<file path="src/rtl/reflet_mmio_serial_tx.sv">
// Memory-mapped serial transmitter: 4-word register window, byte FIFO, start/LSB-first data/stop framing.
// Define REFLET_SERIAL_TX_PARITY_EN to add a parity bit (CTRL bit2 selects odd) between data and stop.
module reflet_mmio_serial_tx #(
    parameter int unsigned             addr_size   = 8,
    parameter logic [addr_size-1:0]    base_addr   = addr_size'(8'hF0),
    parameter int unsigned             word_size   = 8,
    parameter int unsigned             fifo_depth  = 4,
    parameter int unsigned             clk_per_bit = 16
) (
    input  logic                 clk,
    input  logic                 reset,
    input  logic [addr_size-1:0] addr,
    input  logic [word_size-1:0] data_in,
    input  logic                 write_en,
    output logic [word_size-1:0] data_out,
    output logic                 tx,
    output logic                 irq
);
    localparam int PW = $clog2(fifo_depth);
    localparam int CW = PW + 1;
    localparam int BW = $clog2(clk_per_bit);
    localparam int NW = $clog2(word_size);

    typedef enum logic [2:0] {S_IDLE, S_START, S_DATA, S_PARITY, S_STOP} state_t;

    state_t               state;
    logic [BW-1:0]        baud;
    logic [NW-1:0]        bitn;
    logic [word_size-1:0] shift;

    logic                 ctrl_en, ctrl_flush, ctrl_odd;
    logic [word_size-1:0] drop_cnt;

    logic [word_size-1:0] mem [fifo_depth];
    logic [PW-1:0]        wr_ptr, rd_ptr;
    logic [CW-1:0]        count;

    logic       sel, wr_data, wr_ctrl, wr_drop, flush_now;
    logic       fifo_empty, fifo_full, busy, push, pop, drop, baud_last;
    logic [1:0] off;
    logic [2:0] cnt_sat;

    assign sel        = addr[addr_size-1:2] == base_addr[addr_size-1:2];
    assign off        = addr[1:0];
    assign wr_data    = sel & write_en & (off == 2'd0);
    assign wr_ctrl    = sel & write_en & (off == 2'd2);
    assign wr_drop    = sel & write_en & (off == 2'd3);
    assign flush_now  = wr_ctrl & data_in[1];

    assign fifo_empty = count == '0;
    assign fifo_full  = count == CW'(fifo_depth);
    assign busy       = state != S_IDLE;
    assign baud_last  = baud == BW'(clk_per_bit - 1);
    // Pop decision uses the registered count, so a push into an empty FIFO is seen one cycle later.
    assign pop        = (state == S_IDLE) & ctrl_en & !fifo_empty & !flush_now;
    assign push       = wr_data & (!fifo_full | pop);
    assign drop       = wr_data & fifo_full & !pop;
    assign cnt_sat    = (int'(count) > 7) ? 3'd7 : 3'(count);

    always_ff @(posedge clk) begin
        if (push) mem[wr_ptr] <= data_in;
    end

    always_ff @(posedge clk) begin
        if (reset || flush_now) begin
            wr_ptr <= '0;
            rd_ptr <= '0;
            count  <= '0;
        end else begin
            if (push) wr_ptr <= wr_ptr + 1'b1;
            if (pop)  rd_ptr <= rd_ptr + 1'b1;
            count <= count + CW'(push) - CW'(pop);
        end
    end

`ifdef REFLET_SERIAL_TX_PARITY_EN
    logic par;
`else
    assign ctrl_odd = 1'b0;
`endif

    always_ff @(posedge clk) begin
        if (reset) begin
            ctrl_en    <= 1'b0;
            ctrl_flush <= 1'b0;
`ifdef REFLET_SERIAL_TX_PARITY_EN
            ctrl_odd   <= 1'b0;
`endif
            drop_cnt   <= '0;
            irq        <= 1'b0;
        end else begin
            ctrl_flush <= 1'b0;
            if (wr_ctrl) begin
                ctrl_en    <= data_in[0];
                ctrl_flush <= data_in[1];
`ifdef REFLET_SERIAL_TX_PARITY_EN
                ctrl_odd   <= data_in[2];
`endif
            end
            if (wr_drop)
                drop_cnt <= '0;
            else if (drop && drop_cnt != '1)
                drop_cnt <= drop_cnt + 1'b1;
            irq <= ctrl_en & !fifo_full;
        end
    end

    always_ff @(posedge clk) begin
        if (reset) begin
            state <= S_IDLE;
            tx    <= 1'b1;
            baud  <= '0;
            bitn  <= '0;
            shift <= '0;
`ifdef REFLET_SERIAL_TX_PARITY_EN
            par   <= 1'b0;
`endif
        end else begin
            case (state)
                S_IDLE: begin
                    tx <= 1'b1;
                    if (pop) begin
                        shift <= mem[rd_ptr];
`ifdef REFLET_SERIAL_TX_PARITY_EN
                        par   <= (^mem[rd_ptr]) ^ ctrl_odd;
`endif
                        baud  <= '0;
                        bitn  <= '0;
                        tx    <= 1'b0;
                        state <= S_START;
                    end
                end
                S_START: begin
                    if (baud_last) begin
                        baud  <= '0;
                        tx    <= shift[0];
                        state <= S_DATA;
                    end else baud <= baud + 1'b1;
                end
                S_DATA: begin
                    if (baud_last) begin
                        baud <= '0;
                        if (bitn == NW'(word_size - 1)) begin
`ifdef REFLET_SERIAL_TX_PARITY_EN
                            tx    <= par;
                            state <= S_PARITY;
`else
                            tx    <= 1'b1;
                            state <= S_STOP;
`endif
                        end else begin
                            shift <= shift >> 1;
                            tx    <= shift[1];
                            bitn  <= bitn + 1'b1;
                        end
                    end else baud <= baud + 1'b1;
                end
`ifdef REFLET_SERIAL_TX_PARITY_EN
                S_PARITY: begin
                    if (baud_last) begin
                        baud  <= '0;
                        tx    <= 1'b1;
                        state <= S_STOP;
                    end else baud <= baud + 1'b1;
                end
`endif
                S_STOP: begin
                    if (baud_last) begin
                        baud  <= '0;
                        state <= S_IDLE;
                    end else baud <= baud + 1'b1;
                end
                default: state <= S_IDLE;
            endcase
        end
    end

    always_ff @(posedge clk) begin
        if (reset || !sel) begin
            data_out <= '0;
        end else begin
            case (off)
                2'd1:    data_out <= word_size'({cnt_sat, busy, fifo_full, fifo_empty});
                2'd2:    data_out <= word_size'({ctrl_odd, ctrl_flush, ctrl_en});
                2'd3:    data_out <= drop_cnt;
                default: data_out <= '0;
            endcase
        end
    end
endmodule

</file>
<file path="config.mk">
export PLATFORM = sky130hd
export DESIGN_NAME = reflet_mmio_serial_tx
export DESIGN_NICKNAME = d
export VERILOG_FILES = /design/src/rtl/reflet_mmio_serial_tx.sv
export SDC_FILE = /design/constraint.sdc
export NUM_CORES = 1
export LEC_CHECK = 0
export ABC_AREA = 1
export BUFFER_PORTS_ARGS = -buffer_cell sky130_fd_sc_hd__buf_2
export CAP_MARGIN = 20
export CORE_UTILIZATION = 45
export CTS_CLUSTER_DIAMETER = 60
export DETAILED_ROUTE_END_ITERATION = 10
export GPL_ROUTABILITY_DRIVEN = 0
export PLACE_DENSITY = 0.61
export SYNTH_ARGS = -nofsm -noshare
export SYNTH_HDL_FRONTEND = slang
export SYNTH_SLANG_ARGS = --single-unit
</file>
<file path="constraint.sdc">
create_clock -name clk -period 2.5 [get_ports clk]
set_clock_uncertainty 0.2 [all_clocks]
set_input_delay 0.625 -clock clk [delete_from_list [all_inputs] [get_ports clk]]
set_output_delay 0.625 -clock clk [all_outputs]
set_load 0.005 [all_outputs]
</file>
==> out/summary.txt, run 1 <==
STATUS
----------------------------------------------------------------------------------------
Outcome ................................................................... complete, no violations

SYNTHESIS
----------------------------------------------------------------------------------------
Sequential fraction of the synthesis area .................................        52.2%
Post-synthesis cell area ..................................................  0.00364 mm²
Async set or reset register ratio after synthesis .........................           0%
Post-synthesis cell type count ............................................           37
Post-synth EDFFs ..........................................................           32
Leading post-synthesis cells by cell area ................................. edfxtp_1 (26%), dfxtp_1 (26%), nand2_1 (7.9%)
Post-Syn Instances ........................................................          420
Cell type contributing the most total cell area after synthesis ...........     edfxtp_1
Per-instance average area after synthesis .................................     8.68 µm²
Yosys top cell area share .................................................        26.4%
Simple-gate share of the synthesized area .................................        24.2%
Most frequently used flop master after synthesis ..........................      dfxtp_1
Share of the synthesized netlist area taken by xor and xnor gates .........        1.68%
Most numerous cell types in the synthesized netlist ....................... nand2_1 (77), nor2_1 (67), inv_1 (49)
Most instantiated library cell after synthesis ............................      nand2_1
Adder-cell area share of the yosys netlist ................................        3.98%
Number of storage elements in the synthesis netlist .......................           79
Largest family of logic cells by synthesized area ......................... simple AND/OR/NAND/NOR gates
Synth Net Count ...........................................................          450
Area fraction in compound gates after synthesis ...........................        10.7%
Count of synthesis-stage warnings from yosys ..............................            0
Mux share of post-synthesis cell area .....................................           0%

FINAL LAYOUT
----------------------------------------------------------------------------------------
Area used by multi-input combinational logic ..............................  0.00153 mm²
Proportion of layout cells with a drive suffix above 1 ....................        19.5%
Layout filler cell count ..................................................          741
Number of nets at the end of the flow .....................................          502
Antenna diode count .......................................................            0
Sequential Area ...........................................................  0.00190 mm²
Area growth from synthesis to final layout ................................        17.2%

FLOORPLAN
----------------------------------------------------------------------------------------
Initial core utilization ..................................................        46.9%
I/O pin count .............................................................           29
Die extent in y ...........................................................      92.0 µm
Chip Width ................................................................      92.0 µm
CORE AREA .................................................................  0.00777 mm²
Number of placement rows ..................................................           32
Die area ..................................................................  0.00846 mm²

GLOBAL ROUTE
----------------------------------------------------------------------------------------
Maximum number of pins on one net before global-route repair ..............           21
First-pass GRT wire length ................................................    12,500 µm
Leftover overflow at the end of global routing ............................            0
Via count of the first global-routing pass ................................        2,690
GRT Resource Usage Total ..................................................        18.9%
Initial antenna violation count ...........................................            0

PLACED DESIGN
----------------------------------------------------------------------------------------
PortBufs ..................................................................           28
Final HPWL from detailed placement ........................................      5160 µm
Placement Setup Slack .....................................................      -161 ps

TIMING
----------------------------------------------------------------------------------------
Max Fclk ..................................................................      439 MHz
Final slew viol count .....................................................            0
Setup total negative slack ................................................         0 ps
RSZ-0062 raised after global routing ......................................           no
Relative slew slack .......................................................        68.7%
Transition time of the tightest slew-check pin ............................       469 ps
Post-layout minimum cycle time ............................................      2280 ps
Setup ws final ............................................................       220 ps
Share of the clock period used by the worst path ..........................        91.2%
Number of hold violations in the final report .............................            0
# setup viols final .......................................................            0

CLOCK NETWORK
----------------------------------------------------------------------------------------
Clock root buffer .........................................................     clkbuf_8
Number of clock buffers inserted by TritonCTS .............................            9
Buffers from clock root to sink, at most ..................................            2
CTS sink count ............................................................           79
Clk_lat worst skew ........................................................       350 ps
Hold buffers post-CTS .....................................................            0
Level count of the clock H-tree ...........................................            3
Clock Pin Slew Worst Setup and Hold Paths .................................        90 ps
Number of gates resized after CTS .........................................            0
Clock tree from TritonCTS .................................................        built
Number of buffers added for setup after CTS ...............................            0

ROUTE
----------------------------------------------------------------------------------------
Post-detailed-route wirelength per cell ...................................      12.5 µm
Via count normalized by instance count ....................................         4.87
Number of search-and-repair iterations in the first detailed-routing pass .            4
Total wire length .........................................................      7230 µm
Remaining routing DRC violations ..........................................            0
Via count .................................................................        2,822
Post-DRT Antenna Nets .....................................................            0
Initial detailed-routing violation count ..................................          115

WORST SETUP PATH
----------------------------------------------------------------------------------------
Required time reported for the critical path endpoint .....................      2590 ps
Cell family with the largest share of critical-path delay .................  adder cells
Nature of the critical path startpoint .................................... primary input
Critical path's slowest cell ..............................................         fa_2
Crit-path max cell delay ..................................................       510 ps
Arrival time reported for the critical path endpoint ......................      2370 ps
Cell seen most often among critical-path stages ...........................         ha_4
Ordered cell list for the critical path ................................... buf_2, nand2_8, nor2_4, nand4_4, o21bai_4, inv_4, ha_4, inv_2, ha_4, fa_2, inv_1, nor2_1
Crit path kind ............................................................ primary input to flip-flop
Crit end category .........................................................    flip-flop
Crit path max fanout ......................................................            3
Crit path buffers/inverters ...............................................            4

PWR
----------------------------------------------------------------------------------------
P per Cell Area ...........................................................   728 mW/mm²
Standby leakage power .....................................................   0.00176 µW
Worst VDD drop ............................................................     0.378 mV

HOLD PATH
----------------------------------------------------------------------------------------
Kind of path behind the tightest hold check ............................... primary input to flip-flop

JOB
----------------------------------------------------------------------------------------
Max-cap violation count ...................................................            0

## cell usage in the layout (no fill, tap or decap), drive strengths merged, types with 2 or more instances in the layout
master | synthesis | layout
buf | 4 | 50
clkinv | 1 | 3
dfxtp | 47 | 47
nand2 | 81 | 81
o22ai | 7 | 7
o21bai | 2 | 2
nor3 | 5 | 5
nand3 | 21 | 21
inv | 52 | 55
xor2 | 7 | 7
edfxtp | 32 | 32
ha | 10 | 10
nor2 | 72 | 72
a21oi | 22 | 22
o21a | 7 | 7
nand4 | 13 | 13
a31oi | 2 | 2
o21ai | 25 | 25
clkbuf | 5 | 9
## flip-flops by register name, indices dropped and copies added, names as in the netlist, named ones only
signal and cells:
mem 32, data_out 8, drop_cnt 8, shift 8, baud 4, bitn 3
cnt_sat 3, state 3, rd_ptr 2, wr_ptr 2, ctrl_en 1, ctrl_flush 1
irq 1, tx 1
## final cells by class
class	count	share of cell area (%)
Timing Repair Buffer	50	7.14
Clock inverter	7	1.87
Sequential cell	79	44.5
Tap cell	102	2.99
Multi-Input combinational cell	279	35.9
Inverter	53	4.71
Clock buffer	9	2.90
## worst paths after layout
| check | startpoint | to | slack [ps] | cells after the start |
|---|---|---|---|---|
| setup / recovery | addr[5] | cnt_sat[1] | 220 | 12 |
| hold / removal | data_in[4] | mem[3][4] | 290 | 1 |
| setup reg to reg | state[1] | cnt_sat[1] | 350 | 12 |
| hold reg to reg | cnt_sat[2] | data_out[5] | 290 | 2 |
## cell families after synthesis
group / Yosys count
fa+ha+maj: 11
compound gates: 67
flops: 79
simple gates: 194
buf+inv: 62
xor+xnor: 7
## routing by layer
| layer | GRT usage [%] | share of wire, % | vias to the layer above | routed length (µm) |
|---|---|---|---|---|
| li1 | - | - | 1487 | - |
| met1 | 25.6 | 51 | 1298 | 3700 |
| met2 | 30.0 | 45 | 30 | 3280 |
| met3 | 4.48 | 2.3 | 7 | 165 |
| met4 | 5.86 | 1.0 | 0 | 74 |
| met5 | 0 | 0 | - | 0 |
## power breakdown
group | switching, µW | internal, µW
Clock | 502 | 475
Sequential | 39.0 | 1420
Combinational | 429 | 239
Total | 970 | 2140
## per-stage QoR
step	utilization, %	hold slack [ps]	area [µm²]	std cells	power [µW]
global route	55.0	277	4270	579	3330
finish	55.0	286	4270	579	3110
global placement	52.4	279	4070	563	2150
floorplan	-	240	3700	420	2040
detailed placement	52.4	272	4070	563	2170
CTS	55.0	273	4270	579	3140
## worst reg2reg max path, cell delays in order, from the launching register on
cell and delay, ps:
dfxtp_1 340, inv_2 80, nand2_2 70, nor2_4 140, nand3_1 80, o21bai_4 190, inv_4 70, ha_4 190
inv_2 60, ha_4 120, fa_2 420, inv_1 60, nor2_1 30
No activity file was read; power rests on OpenSTA's default activity.
==> run 2, diff against run 1 <==
- CELL_PAD_IN_SITES_DETAIL_PLACEMENT: not set -> 1
- CELL_PAD_IN_SITES_GLOBAL_PLACEMENT: not set -> 1
- PLACE_DENSITY: 0.61 -> 0.74
- clock period: 2.5 -> 2.35 ns (I/O delays scaled with it)
==> out/summary.txt, run 2 (same netlist as run 1, synthesis figures left out) <==
TIMING
----------------------------------------------------------------------------------------
# setup viols final .......................................................            0
Final slew viol count .....................................................            0
Post-layout minimum cycle time ............................................      2250 ps
RSZ-0062 raised after global routing ......................................           no
Hold slack final ..........................................................       227 ps
Max Fclk ..................................................................      445 MHz
Number of hold violations in the final report .............................            0
Share of the clock period used by the worst path ..........................        95.6%
Setup ws final ............................................................       103 ps
Relative slew slack .......................................................        67.0%
Transition time of the tightest slew-check pin ............................       494 ps

WORST SETUP PATH
----------------------------------------------------------------------------------------
Cell seen most often among critical-path stages ...........................         ha_4
Crit path buffers/inverters ...............................................            4
Crit-path max cell delay ..................................................       520 ps
Ordered cell list for the critical path ................................... buf_2, nand2_8, nor2_4, nand4_4, o21bai_4, inv_4, ha_4, inv_2, ha_4, fa_2, inv_1, nor2_1
Cell family with the largest share of critical-path delay .................  adder cells
Crit path kind ............................................................ primary input to flip-flop
Crit end category .........................................................    flip-flop
Nature of the critical path startpoint .................................... primary input
Required time reported for the critical path endpoint .....................      2460 ps
Arrival time reported for the critical path endpoint ......................      2360 ps
Crit path max fanout ......................................................            3
Critical path's slowest cell ..............................................         fa_2

FLOORPLAN
----------------------------------------------------------------------------------------
Die extent in y ...........................................................      92.0 µm
I/O pin count .............................................................           29
CORE AREA .................................................................  0.00777 mm²
Initial core utilization ..................................................        46.9%
Chip Width ................................................................      92.0 µm
Number of placement rows ..................................................           32
Die area ..................................................................  0.00846 mm²

FINAL LAYOUT
----------------------------------------------------------------------------------------
Commonest non-fill, non-tap cells in the layout ........................... nand2_1 (75), nor2_1 (66), inv_1 (47), dfxtp_1 (47), edfxtp_1 (32)
Number of flip-flops under the largest register name ......................           32
Area growth from synthesis to final layout ................................        17.2%
Post-Layout Inst Area .....................................................  0.00427 mm²
Number of nets at the end of the flow .....................................          504
Most flop-heavy register ..................................................          mem
Layout filler cell count ..................................................          951
Proportion of layout cells with a drive suffix above 1 ....................        20.0%
Antenna diode count .......................................................            0
Leading cell type in the layout, fill and taps excluded ...................      nand2_1

CLOCK NETWORK
----------------------------------------------------------------------------------------
Buffers from clock root to sink, at most ..................................            2
Clock tree from TritonCTS .................................................        built
Clock Pin Slew Worst Setup and Hold Paths .................................       100 ps
Clock root buffer .........................................................     clkbuf_8
Number of clock buffers inserted by TritonCTS .............................            9
Level count of the clock H-tree ...........................................            3
CTS sink count ............................................................           79
Number of buffers added for setup after CTS ...............................            0
Clk_lat worst skew ........................................................       370 ps

GLOBAL ROUTE
----------------------------------------------------------------------------------------
Via count of the first global-routing pass ................................        3,143
Initial antenna violation count ...........................................            0
Maximum number of pins on one net before global-route repair ..............           20
First-pass GRT wire length ................................................    14,900 µm
GRT Resource Usage Total ..................................................        23.1%
Leftover overflow at the end of global routing ............................            0

ROUTE
----------------------------------------------------------------------------------------
Post-detailed-route wirelength per cell ...................................      15.2 µm
Via count .................................................................        2,940
Total wire length .........................................................      8850 µm
Remaining routing DRC violations ..........................................            0
Number of search-and-repair iterations in the first detailed-routing pass .            4
Post-DRT Antenna Nets .....................................................            0
Initial detailed-routing violation count ..................................           85
Via count normalized by instance count ....................................         5.06

PLACED DESIGN
----------------------------------------------------------------------------------------
Final HPWL from detailed placement ........................................      6500 µm
PortBufs ..................................................................           28
Instance area after placement .............................................  0.00408 mm²
Placement Setup Slack .....................................................      -295 ps

PWR
----------------------------------------------------------------------------------------
Standby leakage power .....................................................   0.00176 µW
P per Cell Area ...........................................................   773 mW/mm²
Worst VDD drop ............................................................     0.352 mV

HOLD PATH
----------------------------------------------------------------------------------------
Kind of path behind the tightest hold check ............................... primary input to flip-flop

STATUS
----------------------------------------------------------------------------------------
Outcome ................................................................... complete, no violations

JOB
----------------------------------------------------------------------------------------
Max-cap violation count ...................................................            0

## run 2: final timing paths
check / start / to / slack [ps] / cells past startpoint
setup / recovery: addr[5] / cnt_sat[1] / 100 / 12
hold / removal: data_in[6] / mem[1][6] / 230 / 1
setup reg to reg: state[1] / cnt_sat[1] / 150 / 12
hold reg to reg: drop_cnt[7] / data_out[7] / 300 / 2
## run 2: power by group
part	switching (µW)	internal, µW
sequential	43.5	1520
clock	580	406
combinational	501	259
total	1120	2180
## run 2: cell type report
class | instances | area [µm²] | area share [%]
clock buffer | 9 | 124 | 2.90
clock inverter | 7 | 62.6 | 1.46
sequential | 79 | 1900 | 44.5
timing repair buffer | 52 | 320 | 7.50
tap | 102 | 128 | 2.99
inverter | 53 | 201 | 4.71
multi-input combinational | 279 | 1540 | 35.9
## run 2: metrics by stage
step	util [%]	TNS, ps	cells	power [µW]
floorplan	-	-381	420	2170
CTS	55.0	0	581	3340
detailed placement	52.6	-814	565	2360
finish	55.0	0	581	3300
global route	55.0	0	581	3510
global placement	52.6	-455	565	2310
## run 2: per-layer routing
metal | up-vias | GRT usage, % | wire length (µm)
li1 | 1488 | - | -
met1 | 1407 | 26.6 | 3880
met2 | 35 | 42.4 | 4640
met3 | 10 | 4.48 | 200
met4 | 0 | 7.81 | 132
met5 | - | 0 | 0
## run 2: timing repair
item                                    4_1_cts  5_1_grt
endpoints found under the hold margin         0        0
endpoints found under the setup margin        0        1
hold buffers                                  0        0
resized for setup                             0        1
